--- src/rtl/jtframe_frac_cen_multi.sv ---
// jtframe_frac_cen_multi: multi-channel fractional n/m clock-enable generator
// with glitch-free ratio reload, run/sync control and sticky overflow flags
module jtframe_frac_cen_multi #(
   parameter int NCH = 2,
   parameter int W   = 2,
   parameter int WC  = 10
)(
   input  logic              clk,
   input  logic              rst_n,
   input  logic [NCH*WC-1:0] n,
   input  logic [NCH*WC-1:0] m,
   input  logic [NCH-1:0]    ld,
   input  logic              run,
   input  logic              sync,
   output logic [NCH*W-1:0]  cen,
   output logic [NCH*W-1:0]  cenb,
   output logic [NCH-1:0]    err,
   output logic [NCH-1:0]    pend
);
   for (genvar c = 0; c < NCH; c++) begin : g_ch
      logic [WC-1:0] n_act, m_act, n_pnd, m_pnd, n_in, m_in, n_clamp;
      logic [WC:0]   acc, rem;
      logic [WC+1:0] nxt, lim;
      logic [W-1:0]  edgecnt, edgecnt_b, cen_r, cenb_r;
      logic [W-2:0]  tgl, tgl_b;
      logic          half, act, bad, over, halfway, apply, err_r, pend_r;
      always_comb begin
         n_in    = n[c*WC+:WC];
         m_in    = m[c*WC+:WC];
         n_clamp = n_in > m_in ? m_in : n_in;
         nxt     = {1'b0, acc} + {2'b0, n_act};
         lim     = {2'b0, m_act} + {2'b0, n_act};
         rem     = nxt[WC:0] - {1'b0, m_act};
         act     = run && !sync && m_act != '0;
         bad     = {1'b0, acc} >= lim;
         over    = act && !bad && nxt >= {2'b0, m_act};
         halfway = act && !bad && !half && nxt >= {3'b0, m_act[WC-1:1]};
         apply   = pend_r && (m_act == '0 || sync || over);
         tgl     = (edgecnt[W-2:0] + 1'b1) & ~edgecnt[W-2:0];
         tgl_b   = (edgecnt_b[W-2:0] + 1'b1) & ~edgecnt_b[W-2:0];
      end
      // a fresh ld in the same cycle as an application stays pending
      always_ff @(posedge clk or negedge rst_n)
         if (!rst_n) begin
            n_act     <= '0;
            m_act     <= '0;
            n_pnd     <= '0;
            m_pnd     <= '0;
            acc       <= '0;
            half      <= 1'b0;
            edgecnt   <= '0;
            edgecnt_b <= '0;
            cen_r     <= '0;
            cenb_r    <= '0;
            err_r     <= 1'b0;
            pend_r    <= 1'b0;
         end else begin
            n_pnd     <= ld[c] ? n_clamp : n_pnd;
            m_pnd     <= ld[c] ? m_in : m_pnd;
            pend_r    <= ld[c] || (pend_r && !apply);
            n_act     <= apply ? n_pnd : n_act;
            m_act     <= apply ? m_pnd : m_act;
            acc       <= (sync || m_act == '0) ? '0 : !act ? acc : bad ? '0 : over ? rem : nxt[WC:0];
            half      <= (sync || over) ? 1'b0 : halfway ? 1'b1 : half;
            edgecnt   <= sync ? '0 : edgecnt + W'(over);
            edgecnt_b <= sync ? '0 : edgecnt_b + W'(halfway);
            cen_r     <= over ? {tgl, 1'b1} : '0;
            cenb_r    <= halfway ? {tgl_b, 1'b1} : '0;
            err_r     <= err_r || (act && bad);
         end
      assign cen[c*W+:W]  = cen_r;
      assign cenb[c*W+:W] = cenb_r;
      assign err[c]       = err_r;
      assign pend[c]      = pend_r;
   end
endmodule

--- config.mk ---
export PLATFORM = sky130hd
export DESIGN_NAME = jtframe_frac_cen_multi
export DESIGN_NICKNAME = d
export VERILOG_FILES = /design/src/rtl/jtframe_frac_cen_multi.sv
export SDC_FILE = /design/constraint.sdc
export NUM_CORES = 1
export LEC_CHECK = 0
export CORE_MARGIN = 2
export CORE_UTILIZATION = 45
export CTS_CLUSTER_SIZE = 30
export DETAILED_ROUTE_END_ITERATION = 6
export PLACE_DENSITY = 0.67
export SYNTH_ARGS = -nofsm -noshare
export SYNTH_HDL_FRONTEND = slang
export SYNTH_SLANG_ARGS = --single-unit
--- constraint.sdc ---
create_clock -name clk -period 4.15 [get_ports clk]
set_input_delay 0.83 -clock clk [delete_from_list [all_inputs] [get_ports clk]]
set_output_delay 0.83 -clock clk [all_outputs]
set_load 0.01 [all_outputs]
==> flow_metrics.py, run 1 <==
metrics = {
    "status": {
        "status": "finished with violations",
        "violations": "setup timing",
    },
    "synth": {
        "syn_nets": 1055,
        "muxShareOfSynthArea_pct": 13.9,
        "synth_edf_count": 0,
        "synthArstFlopShare_pct": 100,
        "synthSimpleGateAreaFrac_pct": 8.26,
        "synth_top_flop_cell": "dfrtp_1",
        "ys_seq_elements": 120,
        "synthXorXnorAreaFrac_pct": 4.36,
        "synth_area_mm2": 0.00905,
        "ys_seq_area_share_pct": 33.2,
        "ys_warn_count": 0,
        "syn_avg_cell_area_um2": 10.3,
        "syn_inst": 879,
        "synth_adder_area_share_pct": 18.5,
        "yosysUniqueCellTypes": 69,
        "synth_top_family_by_area": "adder cells",
        "synth_compound_area_share_pct": 16.7,
    },
    "cells_and_area": {
        "num-fill-cells": 1667,
        "final_cell_mix": "120 x ha_1, 120 x dfrtp_1, 76 x inv_1",
        "antenna_cells": 0,
        "finalNetCount": 1173,
        "layout-drive-gt1-share_pct": 22.4,
        "finish.utilization_pct": 57.3,
        "stdcell_count": 1273,
        "synthToLayoutAreaGrowth_pct": 24.2,
    },
    "placement": {
        "io_buffers": 57,
        "place_congestion": 0.875,
        "dp_hpwl_mm": 16.2,
        "place_inst": 1223,
    },
    "die": {
        "dieArea_mm2": 0.0213,
        "die_h_um": 146,
        "num_rows": 51,
        "initial_utilization_pct": 46.2,
        "ios": 58,
        "die_w_um": 146,
        "core_area_mm2": 0.0196,
    },
    "cts": {
        "ctsLongestPathBuffers": 2,
        "cts_buffers": 17,
        "clkSinkCount": 120,
        "clk_latency_ns": 0.41,
        "root_buffer": "clkbuf_16",
        "tritoncts": "yes",
        "h-tree-depth": 4,
        "clkSlewWorstSetupHoldPaths_ns": 0.05,
    },
    "sta": {
        "max_clock_freq_mhz": 241,
        "fin_worst_skew_ns": 0.00590,
        "min_period_ns": 4.16,
        "rsz0062_at_grt": "true",
        "finalSetupViolations": 3,
        "slew_violations": 0,
        "timing.final.ws_setup_ns": -0.00515,
        "period_share_pct": 100,
        "worst_pin_slew_ns": 1.07,
        "relSlewSlack_pct": 28.7,
        "hold_viol_final": 0,
    },
    "detailed_routing": {
        "drt_iter0_markers": 374,
        "viasPerCell": 5.52,
        "drc": 0,
        "wl_per_cell_um": 17.2,
        "vias": 7033,
        "drtPass1Iterations": 4,
        "totalWireLength_mm": 21.9,
        "ant_nets": 0,
    },
    "global_route": {
        "grt.total_usage_pct": 20.4,
        "busiest_layer": "met2",
        "met2_usage_pct": 31.0,
        "grt-ovfl-total": 0,
        "grt_pass1_wl_mm": 35.1,
        "grt_pass1_vias": 6919,
        "groute.layer.met1.usage_pct": 29.8,
        "use_met3_pct": 4.20,
        "grt_max_degree": 60,
        "antenna_found_initial": 0,
    },
    "run": {
        "maxCapViolations": 0,
    },
    "worst_setup_path": {
        "cp_max_fo": 5,
        "cp.arrival_ns": 4.45,
        "worstSetupEndpointType": "register",
        "cp.required_ns": 4.44,
        "startpoint_type": "register",
        "critPathKind": "register to register",
        "reg2reg_setup_slack_ns": -0.005,
    },
    "worst_hold_path": {
        "hold_path.class": "input port to async pin",
    },
}
## state kept, by name (all words and copies together), names as in the netlist
| name | cells |
|---|---|
| g_ch.acc | 22 |
| g_ch.m_act | 20 |
| g_ch.m_pnd | 20 |
| g_ch.n_act | 20 |
| g_ch.n_pnd | 20 |
| g_ch.cen_r | 4 |
| g_ch.cenb_r | 4 |
| g_ch.edgecnt | 2 |
| g_ch.edgecnt_b | 2 |
| g_ch.err_r | 2 |
| g_ch.half | 2 |
| g_ch.pend_r | 2 |
## cells in the mapped netlist, types with 4 or more instances
library cell	count	area share, %
o2111ai_1	4	0.39
mux2i_1	39	4.3
and3_1	6	0.41
nor2_1	48	2.0
xor2_1	14	1.4
nor2b_1	11	0.76
o21bai_1	6	0.50
mux2_2	22	2.7
a41oi_1	4	0.39
mux2_4	41	6.8
nand2_1	46	1.9
nor4_1	4	0.28
o211ai_1	4	0.33
ha_1	124	17
a2111oi_0	6	0.58
nand4_1	7	0.48
inv_1	78	3.2
buf_6	4	0.50
a31oi_1	5	0.35
nor3_1	10	0.55
a21oi_1	63	3.5
nand3_1	10	0.55
buf_4	4	0.33
dfrtp_1	120	33
a211oi_1	7	0.58
clkbuf_1	10	0.41
a31o_2	7	0.68
fa_1	6	1.3
o21ai_0	43	2.4
xnor2_1	31	3.0
a21o_1	27	2.2
o21a_1	10	0.83
## per-stage QoR
stage	setup WS (ns)	TNS (ns)	hold WS, ns	area, µm²
global route	-0.172	-4.51	0.496	11200
global placement	-0.0439	-0.848	0.463	10100
detailed placement	-0.209	-6.12	0.475	10100
floorplan	0.00800	0	0.416	9050
finish	-0.00515	-0.0121	0.479	11200
CTS	0.00304	0	0.487	10900
## cells by family (layout without fill, tap and decap cells)
family,count (synthesis),in the layout
compound gates,221,224
simple gates,158,158
fa+ha+maj,130,130
flops,120,120
buf+inv,103,229
mux,102,102
xor+xnor,45,45
## what timing repair did
item / 4_1_cts / 5_1_grt
cloned: 4 / 1
hold buffers: 0 / 0
setup endpoints to repair: 45 / 73
resized for setup: 18 / 51
setup buffers: 1 / 15
pin swaps: 6 / 34
## worst max-delay path, stage by stage, from the launching register on
cell and delay (ns):
dfrtp_1 0.38, ha_1 0.29, a21o_1 0.18, a21oi_2 0.17, o21ai_2 0.10, a2111oi_2 0.35
buf_4 0.18, o31ai_4 0.07, a21oi_2 0.17, xor2_1 0.17, ha_1 0.27, buf_4 0.14
nand2_1 0.08, o21a_1 0.18, nand3_2 0.09, or3_4 0.44, nand2_4 0.09, o211ai_4 0.11
buf_12 0.16, clkbuf_16 0.16, mux2_4 0.29
## metal layers
metal	wire length [µm]	vias to the layer above	part of all wire, %
li1	-	3430	-
met1	10900	3426	50
met2	9830	154	45
met3	890	23	4.1
met4	241	0	1.1
met5	0	-	0
## cell type report
class / count / area (µm²) / share of cell area (%)
multi-input cells: 659 / 5900 / 52.6
flip-flops and latches: 120 / 3000 / 26.7
repair buffers: 121 / 1120 / 9.99
clock buffers: 20 / 457 / 4.07
well taps: 265 / 332 / 2.95
inverters: 78 / 293 / 2.61
clock inverters: 10 / 121 / 1.08
## final timing paths
path | cells after the start | endpoint | from
hold / removal | 1 | g_ch[1].n_pnd[5]$_DFFE_PN0P_ | rst_n
min in group clk | 1 | g_ch[0].err_r$_DFF_PN0_ | g_ch[0].err_r$_DFF_PN0_
setup reg to reg | 20 | g_ch[0].m_act[9]$_DFFE_PN0P_ | g_ch[0].m_act[1]$_DFFE_PN0P_
hold reg to reg | 1 | g_ch[0].err_r$_DFF_PN0_ | g_ch[0].err_r$_DFF_PN0_
setup / recovery | 20 | g_ch[0].m_act[9]$_DFFE_PN0P_ | g_ch[0].m_act[1]$_DFFE_PN0P_
max in group asynchronous | 2 | g_ch[0].acc[9]$_DFFE_PN0P_ | rst_n
Power of run 1 is left out: the tool's default activity adds up to more than one toggle a clock period on the data nets, which glitch-free logic cannot reach.
==> inputs of run 2 (changes only) <==
ABC_AREA = 0   (was unset)
MAX_ROUTING_LAYER = met4   (was unset)
==> flow_metrics.py, run 2 (synthesized netlist as in run 1, its figures left out) <==
metrics = {
    "status": {
        "status": "complete, no violations",
    },
    "cts": {
        "clkSinkCount": 120,
        "cts_buffers": 17,
        "ctsLongestPathBuffers": 2,
        "tritoncts": "yes",
        "cts-hold-fix-buffers": 0,
        "h-tree-depth": 4,
        "clkSlewWorstSetupHoldPaths_ns": 0.06,
        "root_buffer": "clkbuf_16",
        "clk_latency_ns": 0.41,
    },
    "worst_setup_path": {
        "cp.required_ns": 4.44,
        "crit_slowest_cell": "or3_4",
        "worstReg2RegStart": "g_ch[0].m_act[1]$_DFFE_PN0P_",
        "crit_buf_inv": 4,
        "reg2reg_setup_slack_ns": 0.03,
        "cp_max_fo": 5,
        "cp.arrival_ns": 4.41,
        "startpoint_type": "register",
        "path_cells": "ha_1, a21o_1, a21oi_2, o21ai_2, a2111oi_2, buf_4, o31ai_4, a21oi_2, xor2_1, ha_1, buf_4, nand2_2, o21a_1, nand3_2, or3_4, nand2_4, o211ai_4, buf_12, clkbuf_16, mux2_4",
        "ff2ff_path_depth": 20,
        "worstSetupEndpointType": "register",
        "cpPeakStageDelay_ns": 0.44,
        "rr_endpoint": "g_ch[0].m_act[9]$_DFFE_PN0P_",
        "critical_path.top_delay_family": "compound AO/OA/AOI/OAI gates",
        "critPathKind": "register to register",
    },
    "global_route": {
        "antenna_found_initial": 0,
        "grt_max_degree": 60,
        "grt_pass1_wl_mm": 35.2,
        "grt-ovfl-total": 0,
        "grt_pass1_vias": 6908,
        "grt.total_usage_pct": 21.1,
    },
    "sta": {
        "max_clock_freq_mhz": 243,
        "period_share_pct": 99.3,
        "fin_hold_ws_ns": 0.475,
        "slew_violations": 0,
        "fin_worst_skew_ns": 0.00708,
        "min_period_ns": 4.12,
        "final.setup.tns_ns": 0,
        "worst_pin_slew_ns": 1.05,
        "hold_viol_final": 0,
        "relSlewSlack_pct": 29.6,
        "finalSetupViolations": 0,
        "rsz0062_at_grt": "true",
    },
    "placement": {
        "dp_hpwl_mm": 16.2,
        "place_congestion": 0.889,
        "io_buffers": 57,
        "place_inst": 1223,
    },
    "detailed_routing": {
        "vias": 7001,
        "totalWireLength_mm": 21.9,
        "ant_nets": 0,
        "drtPass1Iterations": 5,
        "viasPerCell": 5.50,
        "wl_per_cell_um": 17.2,
        "drc": 0,
        "drt_iter0_markers": 414,
    },
    "cells_and_area": {
        "regMostFlops": "g_ch.acc",
        "seq_area_mm2": 0.00300,
        "finalNetCount": 1173,
        "num-fill-cells": 1666,
        "layout-drive-gt1-share_pct": 22.5,
        "stdcell_count": 1273,
        "final_cell_mix": "120 x ha_1, 120 x dfrtp_1, 76 x inv_1",
        "multiInputGateArea_mm2": 0.00591,
        "largest_reg_flops": 22,
        "finish.utilization_pct": 57.3,
        "synthToLayoutAreaGrowth_pct": 24.2,
        "antenna_cells": 0,
    },
    "die": {
        "initial_utilization_pct": 46.2,
        "ios": 58,
        "core_area_mm2": 0.0196,
        "die_h_um": 146,
        "die_w_um": 146,
        "num_rows": 51,
        "dieArea_mm2": 0.0213,
    },
    "worst_hold_path": {
        "hold_path_end": "g_ch[0].err_r$_DFF_PN0_",
        "hold_path.class": "register to register",
        "worstHoldStart": "g_ch[0].err_r$_DFF_PN0_",
        "hold_depth": 1,
    },
    "run": {
        "maxCapViolations": 0,
    },
}
run 2: worst max-delay path by stage:
stage,startpoint,endpoint,slack (ns),cells after the start
after floorplan,g_ch[1].n_act[1]$_DFFE_PN0P_,g_ch[1].m_act[0]$_DFFE_PN0P_,0.008,17
after global placement,g_ch[1].n_act[1]$_DFFE_PN0P_,g_ch[1].n_act[0]$_DFFE_PN0P_,-0.04,16
after detailed placement,g_ch[0].n_act[1]$_DFFE_PN0P_,g_ch[0].n_act[2]$_DFFE_PN0P_,-0.21,18
after CTS,g_ch[0].n_act[0]$_DFFE_PN0P_,g_ch[0].m_act[8]$_DFFE_PN0P_,0.003,14
after global routing,g_ch[0].m_act[1]$_DFFE_PN0P_,g_ch[0].m_act[9]$_DFFE_PN0P_,-0.15,19
final,g_ch[0].m_act[1]$_DFFE_PN0P_,g_ch[0].m_act[9]$_DFFE_PN0P_,0.03,20
run 2: layout make-up:
cell class                 count  area share (%)
inverter                      78            2.61
multi-input combinational    659            52.6
clock buffer                  20            4.07
tap                          265            2.95
clock inverter                10            1.08
timing repair buffer         121            9.99
sequential                   120            26.7
run 2: layer usage:
metal	up-vias	global-route usage [%]	share of wire, %
li1	3429	-	-
met1	3402	29.8	50
met2	147	31.0	45
met3	23	4.33	4.2
met4	0	5.10	1.0
met5	-	-	0
run 2: timing repair:
action | in CTS | in global routing
endpoints found under the setup margin | 45 | 73
pin swaps | 6 | 35
gates cloned | 4 | 1
setup buffers | 1 | 15
resized for setup | 18 | 52
run 2: per-stage QoR:
step | instance area, µm² | setup slack [ns]
floorplan | 9050 | 0.00800
global placement | 10100 | -0.0439
detailed placement | 10100 | -0.209
CTS | 10900 | 0.00304
global route | 11200 | -0.152
finish | 11200 | 0.0281
run 2: worst reg2reg max path, cell delays in order (launching register included):
cell and delay [ns]:
dfrtp_1 0.38, ha_1 0.29, a21o_1 0.18, a21oi_2 0.17, o21ai_2 0.10, a2111oi_2 0.35, buf_4 0.18, o31ai_4 0.07
a21oi_2 0.17, xor2_1 0.17, ha_1 0.27, buf_4 0.14, nand2_2 0.05, o21a_1 0.17, nand3_2 0.09, or3_4 0.44
nand2_4 0.09, o211ai_4 0.10, buf_12 0.16, clkbuf_16 0.16, mux2_4 0.29
Power of run 2 is left out for the same reason.
==> inputs of run 3 (changes only) <==
ABC_CLOCK_PERIOD_IN_PS = 4150   (was unset)
CORE_ASPECT_RATIO = 1.75   (was unset)
CTS_BUF_LIST = sky130_fd_sc_hd__clkbuf_8   (was unset)
==> flow_metrics.py, run 3 (synthesized netlist as in run 1, its figures left out) <==
metrics = {
    "sta": {
        "fin_worst_skew_ns": 0.0136,
        "hold_viol_final": 0,
        "min_period_ns": 4.18,
        "final.setup.tns_ns": -0.391,
        "period_share_pct": 101,
        "rsz0062_at_grt": "true",
        "worst_pin_slew_ns": 1.15,
        "relSlewSlack_pct": 23.1,
        "fin_hold_ws_ns": 0.398,
        "slew_violations": 0,
        "max_clock_freq_mhz": 239,
        "finalSetupViolations": 17,
        "timing.final.ws_setup_ns": -0.0343,
    },
    "global_route": {
        "grt_max_degree": 70,
        "grt_pass1_vias": 7658,
        "grt.total_usage_pct": 23.0,
        "grt_pass1_wl_mm": 37.4,
        "antenna_found_initial": 0,
        "grt-ovfl-total": 0,
    },
    "cells_and_area": {
        "final_area_mm2": 0.0115,
        "seq_area_mm2": 0.00300,
        "antenna_cells": 0,
        "largest_reg_flops": 22,
        "num-fill-cells": 1683,
        "final_cell_mix": "120 x dfrtp_1, 117 x ha_1, 95 x buf_4",
        "layout_commonest_cell": "dfrtp_1",
        "regMostFlops": "g_ch.acc",
        "finish.utilization_pct": 58.1,
        "multiInputGateArea_mm2": 0.00595,
        "layout-drive-gt1-share_pct": 27.0,
        "finalNetCount": 1218,
        "synthToLayoutAreaGrowth_pct": 26.8,
    },
    "worst_setup_path": {
        "rr_endpoint": "g_ch[1].n_act[8]$_DFFE_PN0P_",
        "cp.arrival_ns": 4.53,
        "worstReg2RegStart": "g_ch[1].m_act[0]$_DFFE_PN0P_",
        "startpoint_type": "register",
        "worstSetupEndpointType": "register",
        "cp_max_fo": 5,
        "ff2ff_path_depth": 19,
        "critPathKind": "register to register",
        "reg2reg_setup_slack_ns": -0.03,
        "cp.required_ns": 4.49,
    },
    "cts": {
        "clkSinkCount": 120,
        "clkSlewWorstSetupHoldPaths_ns": 0.08,
        "cts_buffers": 17,
        "ctsLongestPathBuffers": 2,
        "tritoncts": "yes",
        "clk_latency_ns": 0.46,
        "h-tree-depth": 4,
        "root_buffer": "clkbuf_8",
    },
    "detailed_routing": {
        "vias": 7243,
        "drc": 0,
        "drt_iter0_markers": 222,
        "totalWireLength_mm": 23.7,
        "drtPass1Iterations": 4,
        "ant_nets": 0,
        "viasPerCell": 5.57,
        "wl_per_cell_um": 18.3,
    },
    "die": {
        "core_area_mm2": 0.0197,
        "die_h_um": 192,
        "initial_utilization_pct": 45.8,
        "die_w_um": 111,
        "num_rows": 68,
        "dieArea_mm2": 0.0213,
        "ios": 58,
    },
    "placement": {
        "dpl-instance-area_mm2": 0.0104,
        "io_buffers": 57,
        "place_congestion": 0.918,
        "dp_hpwl_mm": 17.9,
    },
    "status": {
        "status": "finished with violations",
        "violations": "setup timing",
    },
    "run": {
        "maxCapViolations": 0,
    },
    "worst_hold_path": {
        "hold_path.class": "input port to async pin",
    },
}
==> run 3: final cells by class <==
cell class | instances | area share [%]
Multi-Input combinational cell | 659 | 51.9
Clock buffer | 18 | 2.16
Tap cell | 245 | 2.67
Inverter | 78 | 2.55
Clock inverter | 14 | 1.43
Timing Repair Buffer | 166 | 13.1
Sequential cell | 120 | 26.2
==> run 3: worst max path at each step <==
stage / startpoint / end / cells past startpoint
4_1_cts: g_ch[0].n_act[0]$_DFFE_PN0P_ / g_ch[0].n_act[3]$_DFFE_PN0P_ / 20
3_3_place_gp: g_ch[1].n_act[1]$_DFFE_PN0P_ / g_ch[1].n_act[1]$_DFFE_PN0P_ / 17
6_report: g_ch[1].m_act[0]$_DFFE_PN0P_ / g_ch[1].n_act[8]$_DFFE_PN0P_ / 19
2_1_floorplan: g_ch[1].n_act[1]$_DFFE_PN0P_ / g_ch[1].m_act[0]$_DFFE_PN0P_ / 17
5_1_grt: g_ch[1].m_act[0]$_DFFE_PN0P_ / g_ch[1].n_act[8]$_DFFE_PN0P_ / 19
3_5_place_dp: g_ch[1].n_act[1]$_DFFE_PN0P_ / g_ch[1].m_act[3]$_DFFE_PN0P_ / 17
==> run 3: repair_timing <==
| action | 4_1_cts | 5_1_grt |
|---|---|---|
| hold buffers | 0 | 0 |
| cloned | 3 | 3 |
| hold endpoints to repair | 0 | 0 |
| setup endpoints to repair | 48 | 63 |
| setup buffers | 7 | 13 |
| resized for setup | 24 | 63 |
| pin swaps | 13 | 38 |
==> run 3: stage by stage <==
step                worst slack (ns)  cells
finish                       -0.0343   1300
global route                  -0.151   1300
CTS                          0.00760   1285
detailed placement            -0.274   1244
global placement              -0.213   1244
floorplan                    0.00800    879
==> run 3: routing by layer <==
metal	vias up	share of wire (%)	global-route usage, %
li1	3509	-	-
met1	3519	34	20.8
met2	144	58	45.7
met3	71	2.6	3.36
met4	0	5.0	12.0
met5	-	0	-
==> run 3: worst max-delay path, cell delays in order (launching register included) <==
cell      delay [ns]
dfrtp_1         0.39
ha_2            0.20
inv_2           0.05
fa_2            0.20
inv_1           0.04
a21oi_1         0.12
o21ai_1         0.07
buf_4           0.14
a21o_1          0.18
a21o_1          0.18
a31o_4          0.25
xnor2_4         0.14
ha_2            0.21
or4_4           0.48
a221oi_2        0.18
o21ai_1         0.13
a21o_1          0.22
a21boi_4        0.25
a21bo_4         0.32
mux2_4          0.31
Power of run 3 is left out for the same reason.
